===== src/rtl/mem_ctrl_pkg.sv =====
`default_nettype none
// ============================================================================
// Module      : mem_ctrl_pkg
// Description : Shared widths, IO window base, state and owner encodings and
//               the length-decode helper used by the memory controller.
// Revision    : 1.0  initial release
// ============================================================================
package mem_ctrl_pkg;

    localparam int          c_ADDR_SIZE = 32;
    localparam int          c_INST_SIZE = 32;
    localparam logic        c_TRUE      = 1'b1;
    localparam logic        c_FALSE     = 1'b0;
    localparam logic [31:0] c_IO_BASE   = 32'h0003_0000;

    // Controller states
    localparam logic [1:0]  c_MC_IDLE   = 2'd0;
    localparam logic [1:0]  c_MC_RD     = 2'd1;
    localparam logic [1:0]  c_MC_WR     = 2'd2;
    localparam logic [1:0]  c_MC_DONE   = 2'd3;

    // Owner of the current transfer
    localparam logic        c_MC_OWN_IF = 1'b0;
    localparam logic        c_MC_OWN_LS = 1'b1;

    // Only 1, 2 and 4 byte transfers exist; anything else becomes a word.
    function automatic logic [2:0] mc_len_decode(input logic [2:0] len);
        case (len)
            3'd1:    return 3'd1;
            3'd2:    return 3'd2;
            default: return 3'd4;
        endcase
    endfunction

endpackage
`default_nettype wire


===== src/rtl/mem_ctrl.sv =====
`default_nettype none
// ============================================================================
// Module      : mem_ctrl
// Description : Owner of the byte-wide RAM/IO port. Round-robin arbitration
//               between instruction refill and the load/store buffer, split
//               into byte transfers, with flush, stall and IO backpressure.
// Revision    : 1.0  initial release
// ============================================================================
module mem_ctrl
    import mem_ctrl_pkg::*;
#(
    parameter int                ADDR_W  = c_ADDR_SIZE,
    parameter logic [ADDR_W-1:0] IO_BASE = c_IO_BASE
) (
    input  logic                   clk,
    input  logic                   rst,
    input  logic                   rdy,
    input  logic                   clr,
    input  logic                   IF_req,
    input  logic [ADDR_W-1:0]      IF_addr,
    output logic                   IF_done,
    output logic [c_INST_SIZE-1:0] IF_inst,
    input  logic                   LS_req,
    input  logic                   LS_wr,
    input  logic [ADDR_W-1:0]      LS_addr,
    input  logic [2:0]             LS_len,
    input  logic [31:0]            LS_wdata,
    output logic                   LS_done,
    output logic [31:0]            LS_rdata,
    input  logic [7:0]             mem_din,
    output logic [7:0]             mem_dout,
    output logic [ADDR_W-1:0]      mem_a,
    output logic                   mem_wr,
    input  logic                   io_buffer_full
);

    logic [1:0]        r_state;
    logic [1:0]        w_state_nxt;
    logic              r_owner;
    logic              r_is_wr;
    logic              r_last_grant;
    logic [ADDR_W-1:0] r_base;
    logic [2:0]        r_len;
    logic [2:0]        r_cnt;
    logic [31:0]       r_wdata;
    logic [31:0]       r_buf;
    logic [31:0]       r_if_inst;
    logic [31:0]       r_ls_rdata;

    logic              w_grant_if;
    logic              w_grant_ls;
    logic              w_grant;
    logic              w_io_stall;
    logic [1:0]        w_lane;
    logic [31:0]       w_buf_nxt;

    // Round-robin grant: on a tie the requester that did not win last time wins.
    assign w_grant_ls = (r_state == c_MC_IDLE) && !clr && LS_req &&
                        (!IF_req || (r_last_grant == c_MC_OWN_IF));
    assign w_grant_if = (r_state == c_MC_IDLE) && !clr && IF_req && !w_grant_ls;
    assign w_grant    = w_grant_if || w_grant_ls;

    // IO sink backpressure only matters for stores into the IO window.
    assign w_io_stall = (r_base >= IO_BASE) && io_buffer_full;

    // Merge the byte arriving on mem_din into the lane it belongs to (counter lags by one).
    always_comb begin
        w_lane    = r_cnt[1:0] - 2'd1;
        w_buf_nxt = r_buf;
        w_buf_nxt[{w_lane, 3'b000} +: 8] = mem_din;
    end

    // State register; a low rdy freezes it.
    always_ff @(posedge clk) begin
        if (rst) begin
            r_state <= c_MC_IDLE;
        end else if (rdy) begin
            r_state <= w_state_nxt;
        end
    end

    // Next-state decode.
    always_comb begin
        w_state_nxt = r_state;
        case (r_state)
            c_MC_IDLE: begin
                if (w_grant) begin
                    w_state_nxt = (w_grant_ls && LS_wr) ? c_MC_WR : c_MC_RD;
                end
            end
            c_MC_RD: begin
                if (clr) begin
                    w_state_nxt = c_MC_IDLE;
                end else if (r_cnt == r_len) begin
                    w_state_nxt = c_MC_DONE;
                end
            end
            c_MC_WR: begin
                if (!w_io_stall && ((r_cnt + 3'd1) == r_len)) begin
                    w_state_nxt = c_MC_DONE;
                end
            end
            default: w_state_nxt = c_MC_IDLE;
        endcase
    end

    // Transfer context, byte counter, read assembly and held result registers.
    always_ff @(posedge clk) begin
        if (rst) begin
            r_owner      <= c_MC_OWN_IF;
            r_is_wr      <= 1'b0;
            r_last_grant <= c_MC_OWN_IF;
            r_base       <= '0;
            r_len        <= 3'd0;
            r_cnt        <= 3'd0;
            r_wdata      <= 32'd0;
            r_buf        <= 32'd0;
            r_if_inst    <= 32'd0;
            r_ls_rdata   <= 32'd0;
        end else if (rdy) begin
            case (r_state)
                c_MC_IDLE: begin
                    if (w_grant) begin
                        r_owner      <= w_grant_ls ? c_MC_OWN_LS : c_MC_OWN_IF;
                        r_last_grant <= w_grant_ls ? c_MC_OWN_LS : c_MC_OWN_IF;
                        r_is_wr      <= w_grant_ls && LS_wr;
                        r_base       <= w_grant_ls ? LS_addr : IF_addr;
                        r_len        <= w_grant_ls ? mc_len_decode(LS_len) : 3'd4;
                        r_wdata      <= LS_wdata;
                        r_cnt        <= 3'd0;
                        r_buf        <= 32'd0;
                    end
                end
                c_MC_RD: begin
                    // A flush drops the partial word; r_buf is cleared on the next grant.
                    if (!clr) begin
                        r_cnt <= r_cnt + 3'd1;
                        if (r_cnt != 3'd0) begin
                            r_buf <= w_buf_nxt;
                        end
                        if (r_cnt == r_len) begin
                            if (r_owner == c_MC_OWN_IF) begin
                                r_if_inst <= w_buf_nxt;
                            end else begin
                                r_ls_rdata <= w_buf_nxt;
                            end
                        end
                    end
                end
                c_MC_WR: begin
                    if (!w_io_stall) begin
                        r_cnt <= r_cnt + 3'd1;
                    end
                end
                default: r_cnt <= 3'd0;
            endcase
        end
    end

    // Port drive and done pulses; bus is idle (all zero) outside active cycles.
    always_comb begin
        mem_a    = '0;
        mem_wr   = c_FALSE;
        mem_dout = 8'd0;
        IF_done  = c_FALSE;
        LS_done  = c_FALSE;
        case (r_state)
            c_MC_RD: begin
                if (r_cnt < r_len) begin
                    mem_a = r_base + ADDR_W'(r_cnt);
                end
            end
            c_MC_WR: begin
                mem_a    = r_base + ADDR_W'(r_cnt);
                mem_dout = r_wdata[{r_cnt[1:0], 3'b000} +: 8];
                mem_wr   = rdy && !w_io_stall;
            end
            c_MC_DONE: begin
                if (r_owner == c_MC_OWN_IF) begin
                    IF_done = !clr;
                end else begin
                    LS_done = r_is_wr || !clr;
                end
            end
            default: ;
        endcase
    end

    assign IF_inst  = r_if_inst;
    assign LS_rdata = r_ls_rdata;

endmodule
`default_nettype wire


===== config.mk =====
export PLATFORM = sky130hd
export DESIGN_NAME = mem_ctrl
export DESIGN_NICKNAME = d
export VERILOG_FILES = /design/src/rtl/mem_ctrl_pkg.sv /design/src/rtl/mem_ctrl.sv
export SDC_FILE = /design/constraint.sdc
export NUM_CORES = 1
export LEC_CHECK = 0
export CAP_MARGIN = 20
export CORE_ASPECT_RATIO = 0.75
export CORE_MARGIN = 2
export CORE_UTILIZATION = 49
export DETAILED_ROUTE_END_ITERATION = 7
export PLACE_DENSITY = 0.81
export SYNTH_ARGS = -nofsm -noshare
export SYNTH_HDL_FRONTEND = slang
export SYNTH_SLANG_ARGS = --single-unit

===== constraint.sdc =====
create_clock -name clk -period 4.65 [get_ports clk]
set_input_delay 1.395 -clock clk [delete_from_list [all_inputs] [get_ports clk]]
set_output_delay 1.395 -clock clk [all_outputs]
set_load 0.01 [all_outputs]

* After elaboration in Yosys (flattened, before gate mapping) *
Index checks and enable logic that the tools add are counted.

storage, ports and cells
  bits in writable memories = 0
  memories kept = 0
  bits in latches = 0
  memory bits (read-only) = 0
  register bits = 170
  output and inout port bits = 107
  word-level logic and storage cells = 86

cells by class
  reductions and logical operators = 25
  bitwise operators = 2
  shift operators = 3
  mux-type cells = 27
  $add $sub $neg = 4
  magnitude comparators = 2
  equality and inequality tests = 13
  multipliers = 0
  divide/modulo/power cells = 0

operators with widths
  cell                    count
  $mux 32                 5
  $pmux 32 s2             2
  $add 32x3->32           1
  $bwmux 32               1
  $ge 32x18->1 const B    1
  $shift 8x7->32 const A  1
  $shiftx 32x6->8         1
  $shiftx 8x7->32         1
  $reduce_and 5->1        3
  $mux 3                  4
  $mux 2                  5
  $ne 2x2->1 const B      5
  $logic_and 1x1->1       9
  $pmux 3 s3              1
  $mux 8                  1
  $reduce_and 4->1        2
  $neg 5->7               1
  $eq 3x3->1              2
  $mux 1                  6
  $pmux 2 s3              1
  $pmux 3 s2              1
  $eq 2x2->1 const B      2
  $logic_not 1->1         4
  $add 3x1->3 const B     1
  12 further kinds        15

* Logic depth before layout (Yosys ltp) *
  depth after elaboration = 9
  gate-level depth with buffers = 9
  depth with buffers taken out = 8

* Worst setup path before layout *
No wires, ideal clock.

  path kind = reg-to-output
  start = reg r_cnt[1]
  end = out mem_a[30]
  arrival = 2428 ps
  slack = 827 ps
  buffers on the path = 2
  required time = 3255 ps
  cell stages (with the launch flop) = 10
  cell sequence = dfxtp_1 -> clkbuf_1 -> inv_1 -> fa_1 -> nor2b_1 -> or2_2 -> clkbuf_1 -> nand2_2 -> or3_1 -> a21oi_1

between the ends
  word-level cells in the longest chain between the ends = 3

RTL lines
  what                                         RTL line                                           RTL
  start, declared                              mem_ctrl.sv:44                                     logic [2:0] r_cnt;
  start signal, assigned                       mem_ctrl.sv:137                                    r_cnt <= r_cnt + 3'd1;
  start signal, assigned                       mem_ctrl.sv:152                                    r_cnt <= r_cnt + 3'd1;
  $add 32x3->32 or $lt 3x3->1 (tied branches)  mem_ctrl.sv:170, mem_ctrl.sv:174, mem_ctrl.sv:169
  $mux 32                                      mem_ctrl.sv:169                                    if (r_cnt < r_len) begin
  $pmux 32 s2 (*)                              mem_ctrl.sv:167                                    case (r_state)
  end, declared                                mem_ctrl.sv:32                                     output logic [ADDR_W-1:0] mem_a,

Every way passes the cells marked *; elsewhere a longest branch is shown, timed or not.

* Worst setup path after layout *
  start = reg r_cnt[0]
  end = out mem_a[30]

Same word-level chain as after synthesis.

==> flow_metrics.tcl <==
set metrics [dict create \
    run_status "complete, no violations" \
    timing.final.hold_violations 0 \
    totalNegativeSetupSlack_ps 0 \
    multi_input_comb_area_um2 4490 \
    synth_seq_area_share 0.415 \
    min_delay_path_depth 2 \
    postCtsSetupBuffers 0 \
    drive_above_1_share 0.0599 \
    cp-startpoint "r_cnt[0]" \
    worst_pin_slew_ps 967 \
    gp_congestion 0.861 \
    routed-wl-met3_um 1850 \
    vdd.ir_drop.worst_mv 0.268 \
    cts_hold_buffers 0 \
    global_route_wire_length_before_repair_um 36800 \
    top_layer_used "met4" \
    synth.top_cells.by_area "sky130_fd_sc_hd__dfxtp_1 (41%), sky130_fd_sc_hd__a211oi_1 (8.9%), sky130_fd_sc_hd__a21oi_1 (6.5%)" \
    grt_remaining_overflow 0 \
    synthesis.area_um2 8210 \
    mean_instance_size_in_the_synthesized_netlist_um2 8.43 \
    clkLatencyLatePin_ps 420 \
    netlist_instances 974 \
    grt_start_max_net_pins 84 \
    yosysTopAreaCellShare 0.415 \
    worst-r2r-setup-slack_ps 1950 \
    vias 7702 \
    worst-setup-path-type "reg -> out" \
    most_numerous_cell_types_in_the_synthesized_netlist "sky130_fd_sc_hd__dfxtp_1 (170), sky130_fd_sc_hd__nor2_1 (132), sky130_fd_sc_hd__a21oi_1 (107)" \
    wp_data_arrival_ps 3060 \
    synth_largest_area_cell "sky130_fd_sc_hd__dfxtp_1" \
    critical-path-slowest-cell "sky130_fd_sc_hd__clkdlybuf4s50_1" \
    maximum_achievable_frequency_ghz 0.225 \
    r2r-end "r_buf[9]" \
    reg2reg_from "r_cnt[1]" \
    yosys_warnings 0 \
    crit_family "simple AND/OR/NAND/NOR gates" \
    timing_max_transition_violations_final 0 \
    detail_route.iter0.violations 632 \
    wl_per_cell_um 16.8 \
    worst_setup_hold_path_clk_slew_ps 60 \
    async_reset_ff_frac 0 \
    dieWidth_um 153 \
    worstPathMaxFanout 11 \
    min-delay-path-class "reg -> reg" \
    finalWirelength_um 23100 \
    hold_path_startpoint "r_wdata[21]" \
    post-layout-total-power_w 0.00376 \
    synth.ff_latch_count 170 \
    fin_worst_skew_ps 8.90 \
    synth_nets 1106 \
    route.detailed.drc 0 \
    io_pins 222 \
    synth_edf_count 0 \
    min_to "r_wdata[21]" \
    maxCapViolCount 0 \
    clockBufferDepth 2 \
    dp_hpwl_um 16000 \
    synthFlopType "sky130_fd_sc_hd__dfxtp_1" \
    cp_slowest_stage_delay_ps 560 \
    portBuffers 221 \
    detail_route.wirelength.met1_um 10600 \
    final_antenna_net_count 0 \
    met2WireLength_um 10300 \
    cp.required_ps 3250 \
    area.sequential_um2 3400 \
    cp-end-kind "output port" \
    synth.lib_cells_used.distinct 51 \
    cts_sinks 170 \
    total_leakage_power_nw 3.84 \
    fp.dieH_um 116 \
    route.detailed.vias_per_inst 5.59 \
    post-route-period-util 0.958 \
    crit_path_start_kind "flip-flop" \
    design.final.nets 1289 \
    tightest_slew_margin_relative_to_the_limit 0.350 \
    cts-resized-gates 0 \
    core_region_area_um2 16200 \
    setup_violations 0 \
    area_delta_synth_final_pct 35.7 \
    tritoncts.num_buffers 17 \
    synth_most_common_cell "sky130_fd_sc_hd__dfxtp_1" \
    buffer_and_inverter_count_on_the_worst_path 2 \
    drtPass1Iterations 5 \
    n_antenna_cell 0 \
    grt_pass1_vias 7123 \
    number_of_antenna_violations_at_the_first_check_in_global_routing 0 \
    fp.dieArea_um2 17800 \
    critical_path.cell_chain "ha_1 > inv_1 > fa_1 > nor2b_2 > or2_2 > nand2_2 > or3_1 > a21oi_1 > clkdlybuf4s50_1" \
    initial_core_util 0.506 \
    cts_tree "yes" \
    finalWorstPathRequiredPeriod_ps 4450 \
    clock_tree.htree_level_count 4 \
    cellPowerDensity_nw_per_um2 338 \
    core.rowCount 40 \
    total_routing_usage_reported_by_global_routing 0.257 \
    r2r.worst_path.cells 7 \
    n_fill_cell 1347 \
    cts-root-buf "sky130_fd_sc_hd__clkbuf_16" \
    rsz0062_at_grt "false" \
]
## sequential cells by signal, summed over array words and instances (netlist names)
| name | cells |
|---|---|
| IF_inst | 32 |
| LS_rdata | 32 |
| r_base | 32 |
| r_buf | 32 |
| r_wdata | 32 |
| r_cnt | 3 |
| r_len | 3 |
| r_state | 2 |
| r_is_wr | 1 |
| r_last_grant | 1 |
## kinds of logic after synthesis
logic type	count (synthesis)	share of synthesized area
AOI/OAI and AO/OA	261	0.196
xor gates and xnor gates	30	0.0320
adders and majority gates	17	0.0268
buffers and inverters	88	0.0421
DFF	170	0.415
muxes	43	0.0646
and+or+nand+nor	365	0.224
## cell usage in the layout, fill, tap and decap left out, types with 3 or more instances in the layout
cell / n
sky130_fd_sc_hd__clkinv_4: 4
sky130_fd_sc_hd__mux4_2: 8
sky130_fd_sc_hd__xnor2_1: 14
sky130_fd_sc_hd__dfxtp_1: 169
sky130_fd_sc_hd__and3_1: 6
sky130_fd_sc_hd__clkbuf_16: 17
sky130_fd_sc_hd__and4_1: 3
sky130_fd_sc_hd__a21oi_1: 107
sky130_fd_sc_hd__nand3_1: 14
sky130_fd_sc_hd__o21ai_0: 38
sky130_fd_sc_hd__a211oi_1: 97
sky130_fd_sc_hd__nand4_1: 12
sky130_fd_sc_hd__nand2b_1: 3
sky130_fd_sc_hd__nor4b_2: 3
sky130_fd_sc_hd__inv_1: 16
sky130_fd_sc_hd__nand3b_1: 33
sky130_fd_sc_hd__nor3b_1: 3
sky130_fd_sc_hd__xor2_1: 16
sky130_fd_sc_hd__buf_4: 14
sky130_fd_sc_hd__nor3_1: 8
sky130_fd_sc_hd__ha_1: 16
sky130_fd_sc_hd__nor2_1: 131
sky130_fd_sc_hd__nor4_1: 4
sky130_fd_sc_hd__nand2_1: 82
sky130_fd_sc_hd__clkbuf_1: 3
sky130_fd_sc_hd__or3_1: 3
sky130_fd_sc_hd__nor2b_1: 38
sky130_fd_sc_hd__mux2i_1: 35
sky130_fd_sc_hd__clkdlybuf4s50_1: 220
sky130_fd_sc_hd__and2_1: 10
## layer usage
layer,global-route usage,vias up
met5,0,-
met4,0.0685,0
met3,0.0621,23
met2,0.399,295
met1,0.362,3580
li1,-,3804
## final cells by class
cell class | count | area share
clock buffer | 21 | 0.0404
clock inverter | 9 | 0.0107
inverter | 16 | 0.00539
multi-input combinational | 716 | 0.404
sequential | 170 | 0.306
tap | 210 | 0.0236
timing repair buffer | 236 | 0.211
## worst register-to-register path: stages, from the launching register on
cell,delay (ps)
sky130_fd_sc_hd__dfxtp_1,400
sky130_fd_sc_hd__buf_4,250
sky130_fd_sc_hd__ha_1,400
sky130_fd_sc_hd__nand2_1,90
sky130_fd_sc_hd__nor3_1,750
sky130_fd_sc_hd__a21oi_1,340
sky130_fd_sc_hd__nand3b_1,240
sky130_fd_sc_hd__a21oi_1,150
## report_power, final
part	leakage (nW)	total, W	internal [W]	switching (W)
Combinational	2.19	0.000766	0.000324	0.000442
Sequential	1.38	0.00162	0.00154	0.0000773
Clock	0.275	0.00138	0.000805	0.000576
## through the flow
stage / std cells / cell area [um2] / utilization / worst slack [ps] / hold slack, ps
2_1_floorplan: 974 / 8210 / - / 827 / 433
3_5_place_dp: 1348 / 10600 / 0.652 / 367 / 446
4_1_cts: 1378 / 11100 / 0.687 / 0.341 / 454
6_report: 1378 / 11100 / 0.687 / 197 / 452
5_1_grt: 1378 / 11100 / 0.687 / 7.30 / 470
3_3_place_gp: 1348 / 10600 / 0.652 / 419 / 439
## worst max-delay path by stage
stage / endpoint / slack, ps / cells after the start
6_report: mem_a[30] / 200 / 9
5_1_grt: mem_a[30] / 7 / 9
3_5_place_dp: mem_wr / 370 / 4
2_1_floorplan: mem_a[30] / 830 / 9
4_1_cts: mem_a[30] / 0.3 / 9
3_3_place_gp: mem_wr / 420 / 4
Power figures use the tool's default switching activity.
